<file path="src/rtl/regfile_pkg.sv">
// Shared definitions for the register-file writeback arbiter.
package regfile_pkg;

    localparam int REG_ADDR_W = 5;
    localparam int DEF_DATA_W = 32;
    localparam int NUM_WB_REQ = 2;

    // Requester indices within a grant vector.
    localparam int REQ_ALU = 0;
    localparam int REQ_MEM = 1;

    // One writeback request at the default data width.
    typedef struct packed {
        logic [REG_ADDR_W-1:0] addr;
        logic [DEF_DATA_W-1:0] data;
    } wb_req_t;

    // The value records which requester was served most recently.
    // After reset the value is LG_MEM, so the ALU is offered priority first.
    typedef enum logic {
        LG_MEM = 1'b0,
        LG_ALU = 1'b1
    } last_grant_e;

endpackage

</file>
<file path="src/rtl/regfile_wb_arbiter_fifo.sv">
// Per-requester writeback queue; exposes every entry's address for hazard checks.
module wb_fifo
    import regfile_pkg::*;
#(
    parameter int DEPTH  = 2,
    parameter int DATA_W = DEF_DATA_W
) (
    input  logic                               clk_i,
    input  logic                               rst_ni,
    input  logic                               push_i,
    input  logic [REG_ADDR_W-1:0]              push_addr_i,
    input  logic [DATA_W-1:0]                  push_data_i,
    input  logic                               pop_i,
    output logic                               full_o,
    output logic                               empty_o,
    output logic [$clog2(DEPTH+1)-1:0]         count_o,
    output logic [REG_ADDR_W-1:0]              head_addr_o,
    output logic [DATA_W-1:0]                  head_data_o,
    output logic [DEPTH-1:0]                   ent_vld_o,
    output logic [DEPTH-1:0][REG_ADDR_W-1:0]   ent_addr_o
);

    localparam int PTR_W = $clog2(DEPTH);
    localparam int CNT_W = $clog2(DEPTH+1);

    logic [PTR_W-1:0]                 rd_ptr_q, wr_ptr_q;
    logic [CNT_W-1:0]                 count_q;
    logic [DEPTH-1:0]                 vld_q;
    logic [DEPTH-1:0][REG_ADDR_W-1:0] addr_q;
    logic [DEPTH-1:0][DATA_W-1:0]     data_q;
    logic                             do_push, do_pop;

    assign full_o      = (count_q == CNT_W'(DEPTH));
    assign empty_o     = (count_q == '0);
    assign count_o     = count_q;
    assign head_addr_o = addr_q[rd_ptr_q];
    assign head_data_o = data_q[rd_ptr_q];
    assign ent_vld_o   = vld_q;
    assign ent_addr_o  = addr_q;

    assign do_push = push_i && !full_o;
    assign do_pop  = pop_i && !empty_o;

    // Queue bookkeeping: pointers, occupancy and per-entry valid bits.
    always_ff @(posedge clk_i or negedge rst_ni) begin
        if (!rst_ni) begin
            rd_ptr_q <= '0;
            wr_ptr_q <= '0;
            count_q  <= '0;
            vld_q    <= '0;
        end else begin
            if (do_push) begin
                wr_ptr_q        <= wr_ptr_q + PTR_W'(1);
                vld_q[wr_ptr_q] <= 1'b1;
            end
            if (do_pop) begin
                rd_ptr_q        <= rd_ptr_q + PTR_W'(1);
                vld_q[rd_ptr_q] <= 1'b0;
            end
            count_q <= count_q + CNT_W'(do_push) - CNT_W'(do_pop);
        end
    end

    // Entry payload storage; validity is tracked separately, so no reset needed.
    always_ff @(posedge clk_i) begin
        if (do_push) begin
            addr_q[wr_ptr_q] <= push_addr_i;
            data_q[wr_ptr_q] <= push_data_i;
        end
    end

endmodule

</file>
<file path="src/rtl/regfile_wb_arbiter.sv">
// Two-source writeback arbiter feeding a single register-file write port.
module regfile_wb_arbiter
    import regfile_pkg::*;
#(
    parameter int DEPTH  = 2,
    parameter int DATA_W = DEF_DATA_W
) (
    input  logic                            CLK,
    input  logic                            reset_n,
    input  logic                            alu_valid,
    input  logic [REG_ADDR_W-1:0]           alu_addr,
    input  logic [DATA_W-1:0]               alu_data,
    output logic                            alu_ready,
    input  logic                            mem_valid,
    input  logic [REG_ADDR_W-1:0]           mem_addr,
    input  logic [DATA_W-1:0]               mem_data,
    output logic                            mem_ready,
    output logic                            wr_en,
    output logic [REG_ADDR_W-1:0]           wr_addr,
    output logic [DATA_W-1:0]               wr_data,
    input  logic [REG_ADDR_W-1:0]           chk_addr1,
    input  logic [REG_ADDR_W-1:0]           chk_addr2,
    output logic                            hazard1,
    output logic                            hazard2,
    output logic [$clog2(2*DEPTH+2)-1:0]    pending
);

    localparam int CNT_W  = $clog2(DEPTH+1);
    localparam int PEND_W = $clog2(2*DEPTH+2);

    logic                             alu_push, mem_push;
    logic                             alu_full, mem_full, alu_empty, mem_empty;
    logic [CNT_W-1:0]                 alu_cnt, mem_cnt;
    logic [REG_ADDR_W-1:0]            alu_head_addr, mem_head_addr;
    logic [DATA_W-1:0]                alu_head_data, mem_head_data;
    logic [DEPTH-1:0]                 alu_vld, mem_vld;
    logic [DEPTH-1:0][REG_ADDR_W-1:0] alu_ent_addr, mem_ent_addr;
    logic [NUM_WB_REQ-1:0]            grant;

    last_grant_e                      last_grant_q, last_grant_d;
    logic                             wr_en_q, wr_en_d;
    logic [REG_ADDR_W-1:0]            wr_addr_q, wr_addr_d;
    logic [DATA_W-1:0]                wr_data_q, wr_data_d;

    // Ready reflects only queue occupancy (and reset), never the valid inputs.
    assign alu_ready = reset_n && !alu_full;
    assign mem_ready = reset_n && !mem_full;

    // Writes to x0 complete the handshake but are dropped here.
    assign alu_push = alu_valid && alu_ready && (alu_addr != '0);
    assign mem_push = mem_valid && mem_ready && (mem_addr != '0);

    wb_fifo #(.DEPTH(DEPTH), .DATA_W(DATA_W)) u_alu_fifo (
        .clk_i(CLK), .rst_ni(reset_n),
        .push_i(alu_push), .push_addr_i(alu_addr), .push_data_i(alu_data),
        .pop_i(grant[REQ_ALU]),
        .full_o(alu_full), .empty_o(alu_empty), .count_o(alu_cnt),
        .head_addr_o(alu_head_addr), .head_data_o(alu_head_data),
        .ent_vld_o(alu_vld), .ent_addr_o(alu_ent_addr)
    );

    wb_fifo #(.DEPTH(DEPTH), .DATA_W(DATA_W)) u_mem_fifo (
        .clk_i(CLK), .rst_ni(reset_n),
        .push_i(mem_push), .push_addr_i(mem_addr), .push_data_i(mem_data),
        .pop_i(grant[REQ_MEM]),
        .full_o(mem_full), .empty_o(mem_empty), .count_o(mem_cnt),
        .head_addr_o(mem_head_addr), .head_data_o(mem_head_data),
        .ent_vld_o(mem_vld), .ent_addr_o(mem_ent_addr)
    );

    // Round-robin pick of one head entry per cycle and next write-port values.
    always_comb begin
        grant        = '0;
        last_grant_d = last_grant_q;
        wr_en_d      = 1'b0;
        wr_addr_d    = wr_addr_q;
        wr_data_d    = wr_data_q;
        if (!alu_empty && (mem_empty || last_grant_q == LG_MEM)) begin
            grant[REQ_ALU] = 1'b1;
            last_grant_d   = LG_ALU;
            wr_en_d        = 1'b1;
            wr_addr_d      = alu_head_addr;
            wr_data_d      = alu_head_data;
        end else if (!mem_empty) begin
            grant[REQ_MEM] = 1'b1;
            last_grant_d   = LG_MEM;
            wr_en_d        = 1'b1;
            wr_addr_d      = mem_head_addr;
            wr_data_d      = mem_head_data;
        end
    end

    // Write-port stage and arbitration history.
    always_ff @(posedge CLK or negedge reset_n) begin
        if (!reset_n) begin
            last_grant_q <= LG_MEM;
            wr_en_q      <= 1'b0;
            wr_addr_q    <= '0;
            wr_data_q    <= '0;
        end else begin
            last_grant_q <= last_grant_d;
            wr_en_q      <= wr_en_d;
            wr_addr_q    <= wr_addr_d;
            wr_data_q    <= wr_data_d;
        end
    end

    assign wr_en   = wr_en_q;
    assign wr_addr = wr_addr_q;
    assign wr_data = wr_data_q;

    // In-flight work: both queues plus the occupied write stage.
    assign pending = PEND_W'(alu_cnt) + PEND_W'(mem_cnt) + PEND_W'(wr_en_q);

    function automatic logic addr_hit(
        input logic [REG_ADDR_W-1:0]            chk,
        input logic                             wr_v,
        input logic [REG_ADDR_W-1:0]            wr_a,
        input logic [DEPTH-1:0]                 a_vld,
        input logic [DEPTH-1:0][REG_ADDR_W-1:0] a_addr,
        input logic [DEPTH-1:0]                 m_vld,
        input logic [DEPTH-1:0][REG_ADDR_W-1:0] m_addr
    );
        logic hit;
        hit = wr_v && (wr_a == chk);
        for (int i = 0; i < DEPTH; i++) begin
            if (a_vld[i] && (a_addr[i] == chk)) hit = 1'b1;
            if (m_vld[i] && (m_addr[i] == chk)) hit = 1'b1;
        end
        return (chk != '0) && hit;
    endfunction

    assign hazard1 = addr_hit(chk_addr1, wr_en_q, wr_addr_q, alu_vld, alu_ent_addr, mem_vld, mem_ent_addr);
    assign hazard2 = addr_hit(chk_addr2, wr_en_q, wr_addr_q, alu_vld, alu_ent_addr, mem_vld, mem_ent_addr);

endmodule

</file>
<file path="config.mk">
export PLATFORM = sky130hd
export DESIGN_NAME = regfile_wb_arbiter
export DESIGN_NICKNAME = d
export VERILOG_FILES = /design/src/rtl/regfile_pkg.sv /design/src/rtl/regfile_wb_arbiter_fifo.sv /design/src/rtl/regfile_wb_arbiter.sv
export SDC_FILE = /design/constraint.sdc
export NUM_CORES = 1
export LEC_CHECK = 0
export CAP_MARGIN = 20
export CELL_PAD_IN_SITES_DETAIL_PLACEMENT = 1
export CELL_PAD_IN_SITES_GLOBAL_PLACEMENT = 1
export CORE_MARGIN = 5
export CORE_UTILIZATION = 40
export CTS_CLUSTER_DIAMETER = 40
export DETAILED_ROUTE_END_ITERATION = 10
export HOLD_SLACK_MARGIN = 0.02
export PLACE_DENSITY_LB_ADDON = 0.1
export SETUP_SLACK_MARGIN = 0.3
export SLEW_MARGIN = 20
export SYNTH_ARGS = -nofsm -noshare
export SYNTH_HDL_FRONTEND = slang
export SYNTH_HIERARCHICAL = 1
export SYNTH_SLANG_ARGS = --single-unit
</file>
<file path="constraint.sdc">
create_clock -name CLK -period 3.99 [get_ports CLK]
set_input_delay 0.9975 -clock CLK [delete_from_list [all_inputs] [get_ports CLK]]
set_output_delay 0.9975 -clock CLK [all_outputs]
set_load 0.005 [all_outputs]
</file>
Word-level counts from Yosys, hierarchy flattened
Index checks and enable logic that the tools add are counted.
{"block": "word_totals", "regBits": 199, "in_bits": 88, "out_inout_bits": 45}
{"block": "op_classes", "addsub": 10, "n_lt_le_gt_ge": 8, "eq_ne": 13, "muxes": 50, "bitwise": 7, "n_reduce_logical": 38}
{"op": "$mux 32", "count": 8}
{"op": "$bwmux 64", "count": 2}
{"op": "$demux 32 s1", "count": 2}
{"op": "$eq 5x5->1", "count": 10}
{"op": "$mux 5", "count": 8}
{"op": "$logic_and 1x1->1", "count": 27}
{"op": "$bwmux 10", "count": 2}
{"op": "$reduce_bool 5->1", "count": 4}
{"op": "$mux 1", "count": 18}
{"op": "$demux 5 s1", "count": 2}
{"op": "$lt 1x2->1 const B", "count": 4}
{"op": "$mux 2", "count": 4}
{"op": "$add 1x1->1 const B", "count": 4}
{"op": "$add 2x1->2", "count": 2}
{"op": "$and 2x2->2", "count": 2}
{"op": "$demux 1 s1", "count": 4}
{"op": "$eq 2x2->1 const B", "count": 2}
{"op": "$ge 1x1->1 const B", "count": 4}
{"op": "$logic_not 1->1", "count": 4}
{"op": "$logic_not 2->1", "count": 2}
{"op": "$not 2->2", "count": 2}
{"op": "$or 2x2->2", "count": 2}
{"op": "$sub 2x1->2", "count": 2}
{"op": "$add 2x2->3", "count": 1}
{"op": "4 further kinds", "count": 4}

Depth between registers and ports, before layout
{"block": "depth", "word_depth": 9, "ltp_mapped": 15, "ltp_nobuf": 12}

Cells and area by module
Netlist, hierarchy kept.
{"module": "wb_fifo", "instances": 2, "cells_each": 138, "area_each_um2": 2947.8}
{"module": "regfile_wb_arbiter", "instances": 1, "cells_each": 277, "area_each_um2": 2392.3}

Least setup slack after synthesis
No wires, ideal clock.
{"block": "synth_timing", "kind": "input-to-reg", "start": "input reset_n", "end": "register u_alu_fifo/data_q[0] in the netlist's numbering, enable pin", "setup_time_ps": 427, "arrival_time_ps": 2939, "required_ps": 3563, "path_slack_ps": 625, "cell_stages": 4, "n_path_buf": 0, "path_cell_list": "nor2b_1 nand2_1 a21oi_1 nor3b_2"}
{"block": "synth_via", "elab_chain_cells": 4}
{"element": "start: declaration", "line": "regfile_wb_arbiter.sv:9", "source": "input logic reset_n,"}
{"element": "$logic_and 1x1->1", "line": "regfile_wb_arbiter.sv:46", "source": "assign alu_ready = reset_n && !alu_full;"}
{"element": "$logic_and 1x1->1 (2 in series)", "line": "regfile_wb_arbiter.sv:50", "source": "assign alu_push = alu_valid && alu_ready && (alu_addr != '0);"}
{"element": "named net alu_push", "line": "regfile_wb_arbiter.sv:31", "source": "logic alu_push, mem_push;"}
{"element": "$logic_and 1x1->1", "line": "regfile_wb_arbiter_fifo.sv:41", "source": "assign do_push = push_i && !full_o;"}
{"element": "end signal: indexed assignment", "line": "regfile_wb_arbiter_fifo.sv:68", "source": "data_q[wr_ptr_q] <= push_data_i;"}
{"element": "end: declaration", "line": "regfile_wb_arbiter_fifo.sv:30", "source": "logic [DEPTH-1:0][DATA_W-1:0] data_q;"}
The timed path passes the listed nets, and every way through them passes these cells.
A chain may end at the register's enable or synchronous reset.

Worst setup path in the final report
{"block": "layout_timing", "start": "input chk_addr2[1]", "end": "output hazard2"}
{"block": "layout_via", "elab_chain_cells": 7}
{"element": "start: declaration", "line": "regfile_wb_arbiter.sv:22", "source": "input logic [REG_ADDR_W-1:0] chk_addr2,"}
{"element": "$eq 5x5->1 (on tied branches)", "line": "regfile_wb_arbiter.sv:125, regfile_wb_arbiter.sv:127"}
{"element": "$logic_and 1x1->1 (on tied branches)", "line": "regfile_wb_arbiter.sv:125, regfile_wb_arbiter.sv:127"}
{"element": "$mux 1", "line": "regfile_wb_arbiter.sv:127", "source": "if (a_vld[i] && (a_addr[i] == chk)) hit = 1'b1;"}
{"element": "$mux 1", "line": "regfile_wb_arbiter.sv:128", "source": "if (m_vld[i] && (m_addr[i] == chk)) hit = 1'b1;"}
{"element": "$mux 1", "line": "regfile_wb_arbiter.sv:127"}
{"element": "$mux 1", "line": "regfile_wb_arbiter.sv:128"}
{"element": "$logic_and 1x1->1 *", "line": "regfile_wb_arbiter.sv:130", "source": "return (chk != '0) && hit;"}
{"element": "end: declaration", "line": "regfile_wb_arbiter.sv:24", "source": "output logic hazard2,"}
Every way passes the cells marked *; elsewhere a longest branch is shown, timed or not.

==> summary.txt <==
Place
  • Pre-CTS worst setup slack: -59.1 ps
  • I/O Buffers: 132
  • Placed Area: 0.00990 mm²
  • Gpl congestion: 0.825
  • Post-Place Cells: 938
  • Hpwl dp: 14000 µm

Routing
  • Final wirelength: 20900 µm
  • Met2 wire len: 10300 µm
  • Post-route DRC: 0
  • Wl on met1: 9360 µm
  • DRT antenna net count: 0
  • DR iter-0 viols: 206
  • Average wire per standard cell: 21.5 µm
  • Top Layer Used: met4
  • Routed vias: 4893
  • Met3 routed WL: 985 µm
  • Drt pass-1 iters: 4
  • Via density: 5.04

Finish
  • Final instance area: 0.0105 mm²
  • Share of layout cells above drive strength 1: 9.86%
  • Fill cell count: 2005
  • Layout area overhead: 26.7%
  • Final std cells w/o fill: 970
  • Antenna diodes: 0
  • Final Net Count: 781
  • Post-layout util: 51.7%

Yosys
  • Synth Net Count: 647
  • Seq cells post-synth: 199
  • Post-synthesis sequential area ratio: 69.0%
  • Mean Syn Cell Area: 15.0 µm²
  • Netlist cell types: 33
  • Synth warn: 6
  • Post-synth design cell area: 0.00829 mm²
  • Gate count after technology mapping: 553

Floorplanning
  • Row count: 52
  • Core area: 0.0203 mm²
  • Die area: 0.0237 mm²
  • Die height: 154 µm
  • Starting Density: 40.8%
  • I/O pin count: 133
  • Die Width: 154 µm

Job
  • Max Cap Viol: 0

Critical path
  • Arr. time, crit path: 2600 ps
  • Most used cell, CP: nand3_1
  • Crit path max fanout: 5
  • Worst EP required: 2990 ps
  • R2R setup slack: 1320 ps
  • Crit path kind: primary input to output pin
  • CP Cell Sequence: buf_2 > buf_4 > xor2_1 > nor4_1 > nand3_1 > nand3_1 > o22a_1 > clkdlybuf4s50_1
  • CP max stage delay: 500 ps
  • Slowest CP cell: clkdlybuf4s50_1
  • Startpoint Class: primary input
  • Critical Path End Type: output pin

STA
  • Max-slew headroom: 28.9%
  • Final Hold Viols: 0
  • RSZ-0062 raised after global routing: no
  • Max Freq: 278 MHz
  • Clock Skew: 11.8 ps
  • Crit path setup slack, layout: 396 ps
  • Period minus WS final: 3590 ps
  • Final hold slack: 402 ps
  • Fin. max-slew vios: 0
  • Slew @ Worst Pin: 1070 ps
  • Period utilisation layout: 90.1%
  • Final Setup Violations: 0

GRT
  • Vias in the first global route: 5473
  • First-pass GRT wire length: 32300 µm
  • GRT Total Usage: 18.0%
  • Pin count of the biggest net entering global routing: 41
  • Antenna violations before repair: 0
  • Grt total ovfl: 0

Min path
  • Worst Hold Class: primary input to asynchronous set/reset pin

Clock network
  • Worst-Skew Late Latency: 430 ps
  • CTS tree: done
  • CTS H-tree depth: 4
  • Post-CTS setup buffers: 0
  • Clock buffer depth: 2
  • CTS sink count: 199
  • CTS Root Cell: clkbuf_16
  • Clk slew on worst S/H paths: 70 ps
  • TritonCTS Buffers: 17

Outcome
  • Outcome: finished clean

Power and ir drop
  • Pwr per Cell Area: 697 mW/mm²
  • Leakage power: 3.77 nW
  • Peak supply drop: 0.349 mV
[kinds of logic (layout without fill, tap and decap cells)]
group / Yosys count / in the layout / share of synthesized area, %
DFF: 199 / 199 / 69.0
AOI/OAI and AO/OA: 51 / 51 / 4.00
buffers and inverters: 47 / 194 / 3.05
and+or+nand+nor: 116 / 116 / 6.42
adders and majority gates: 6 / 6 / 1.09
xor gates and xnor gates: 58 / 58 / 6.13
muxes: 76 / 76 / 10.3
[through the flow]
| step | total power, mW | setup TNS [ps] |
|---|---|---|
| 2_1_floorplan | 4.57 | 0 |
| 3_3_place_gp | 5.61 | -0.256 |
| 3_5_place_dp | 5.71 | -65.2 |
| 4_1_cts | 7.45 | 0 |
| 5_1_grt | 7.80 | 0 |
| 6_report | 7.32 | 0 |
[sequential cells by signal, indices dropped and copies added (netlist names)]
name,count
u_mem_fifo/rd_ptr_q,1
u_alu_fifo/ent_vld_o,2
u_mem_fifo/count_o,2
u_mem_fifo/ent_vld_o,2
wr_data,32
u_alu_fifo/data_q,64
u_mem_fifo/data_q,64
u_alu_fifo/rd_ptr_q,1
u_mem_fifo/wr_ptr_q,1
u_mem_fifo/ent_addr_o,10
wr_en,1
u_alu_fifo/wr_ptr_q,1
u_alu_fifo/ent_addr_o,10
wr_addr,5
u_alu_fifo/count_o,2
last_grant_q,1
[worst paths after layout]
path	to	start	depth (start not counted)
worst min-delay path	wr_data[2]$_DFFE_PN0P_	reset_n	1
worst max register to register	u_mem_fifo/count_o[1]$_DFF_PN0_	u_mem_fifo/count_o[1]$_DFF_PN0_	12
min in group CLK	wr_data[6]$_DFFE_PN0P_	wr_data[6]$_DFFE_PN0P_	2
max in group asynchronous	u_alu_fifo/rd_ptr_q$_DFFE_PN0N_	reset_n	2
worst max-delay path	hazard2	chk_addr2[1]	8
worst min register to register	wr_data[6]$_DFFE_PN0P_	wr_data[6]$_DFFE_PN0P_	2
[power by group]
part | internal, mW | switching [mW]
Combinational | 1.22 | 1.18
Clock | 0.890 | 0.818
Sequential | 2.72 | 0.496
[metal layers]
metal / track usage (%) / vias to the layer above
met5: 0 / -
met4: 4.54 / 0
met3: 4.55 / 15
met2: 29.7 / 110
met1: 24.0 / 2493
li1: - / 2275
[synth_stat cells]
library cell  instances  area share, %
a21oi_1               5           0.30
a2bb2oi_1             2           0.21
and3_1                2           0.15
buf_2                13           0.78
buf_4                 8           0.72
buf_6                 4           0.54
clkbuf_1              5           0.23
dfrtp_1              51             15
edfxtp_1            148             54
fa_1                  2           0.48
ha_1                  4           0.60
inv_1                15           0.68
inv_2                 2          0.091
mux2_1               74             10
mux2i_1               2           0.24
nand2_1               6           0.27
nand2b_2              3           0.32
nand3_1              11           0.66
nand4_1               1          0.076
nor2_1               74            3.4
nor2b_1               3           0.23
nor3_1                2           0.12
nor3b_2               2           0.30
nor4_1                9           0.68
o21ai_1               2           0.12
o22a_1                4           0.42
o22ai_1              35            2.6
o31ai_1               1          0.091
o32ai_1               2           0.21
or2_1                 1          0.076
or4_1                 2           0.18
xnor2_1              21            2.2
xor2_1               37            3.9
[timing repair]
item,in CTS,in global routing
pin swaps,4,4
endpoints found under the hold margin,0,0
resized for setup,26,5
setup endpoints to repair,2,2
hold buffers,0,0
[final cells by class]
type                    count  area, µm²  area share, %
repair buffers            145       1440           13.7
clock buffers              17        425           4.05
multi-input cells         307       2340           22.3
clock inverters            15        166           1.59
well taps                 270        338           3.22
flip-flops and latches    199       5720           54.5
inverters                  17       63.8          0.608
[critical path, delay by kind of cell]
kind,cells,cell delay [ps]
AOI/OAI and AO/OA,1,140
and+or+nand+nor,3,520
xor gates and xnor gates,1,140
buffers and inverters,3,800
[layout by cell type (no fill, tap or decap), drive strengths merged, types with 5 or more instances in the layout]
master	n
clkdlybuf4s15	6
edfxtp	148
nand3	11
o22ai	35
clkdlybuf4s50	120
clkbuf	18
dfrtp	51
nor2	74
nor4	9
mux2	74
nand2	6
inv	23
buf	15
xnor2	21
a21oi	5
xor2	37
Power figures use the tool's default switching activity.
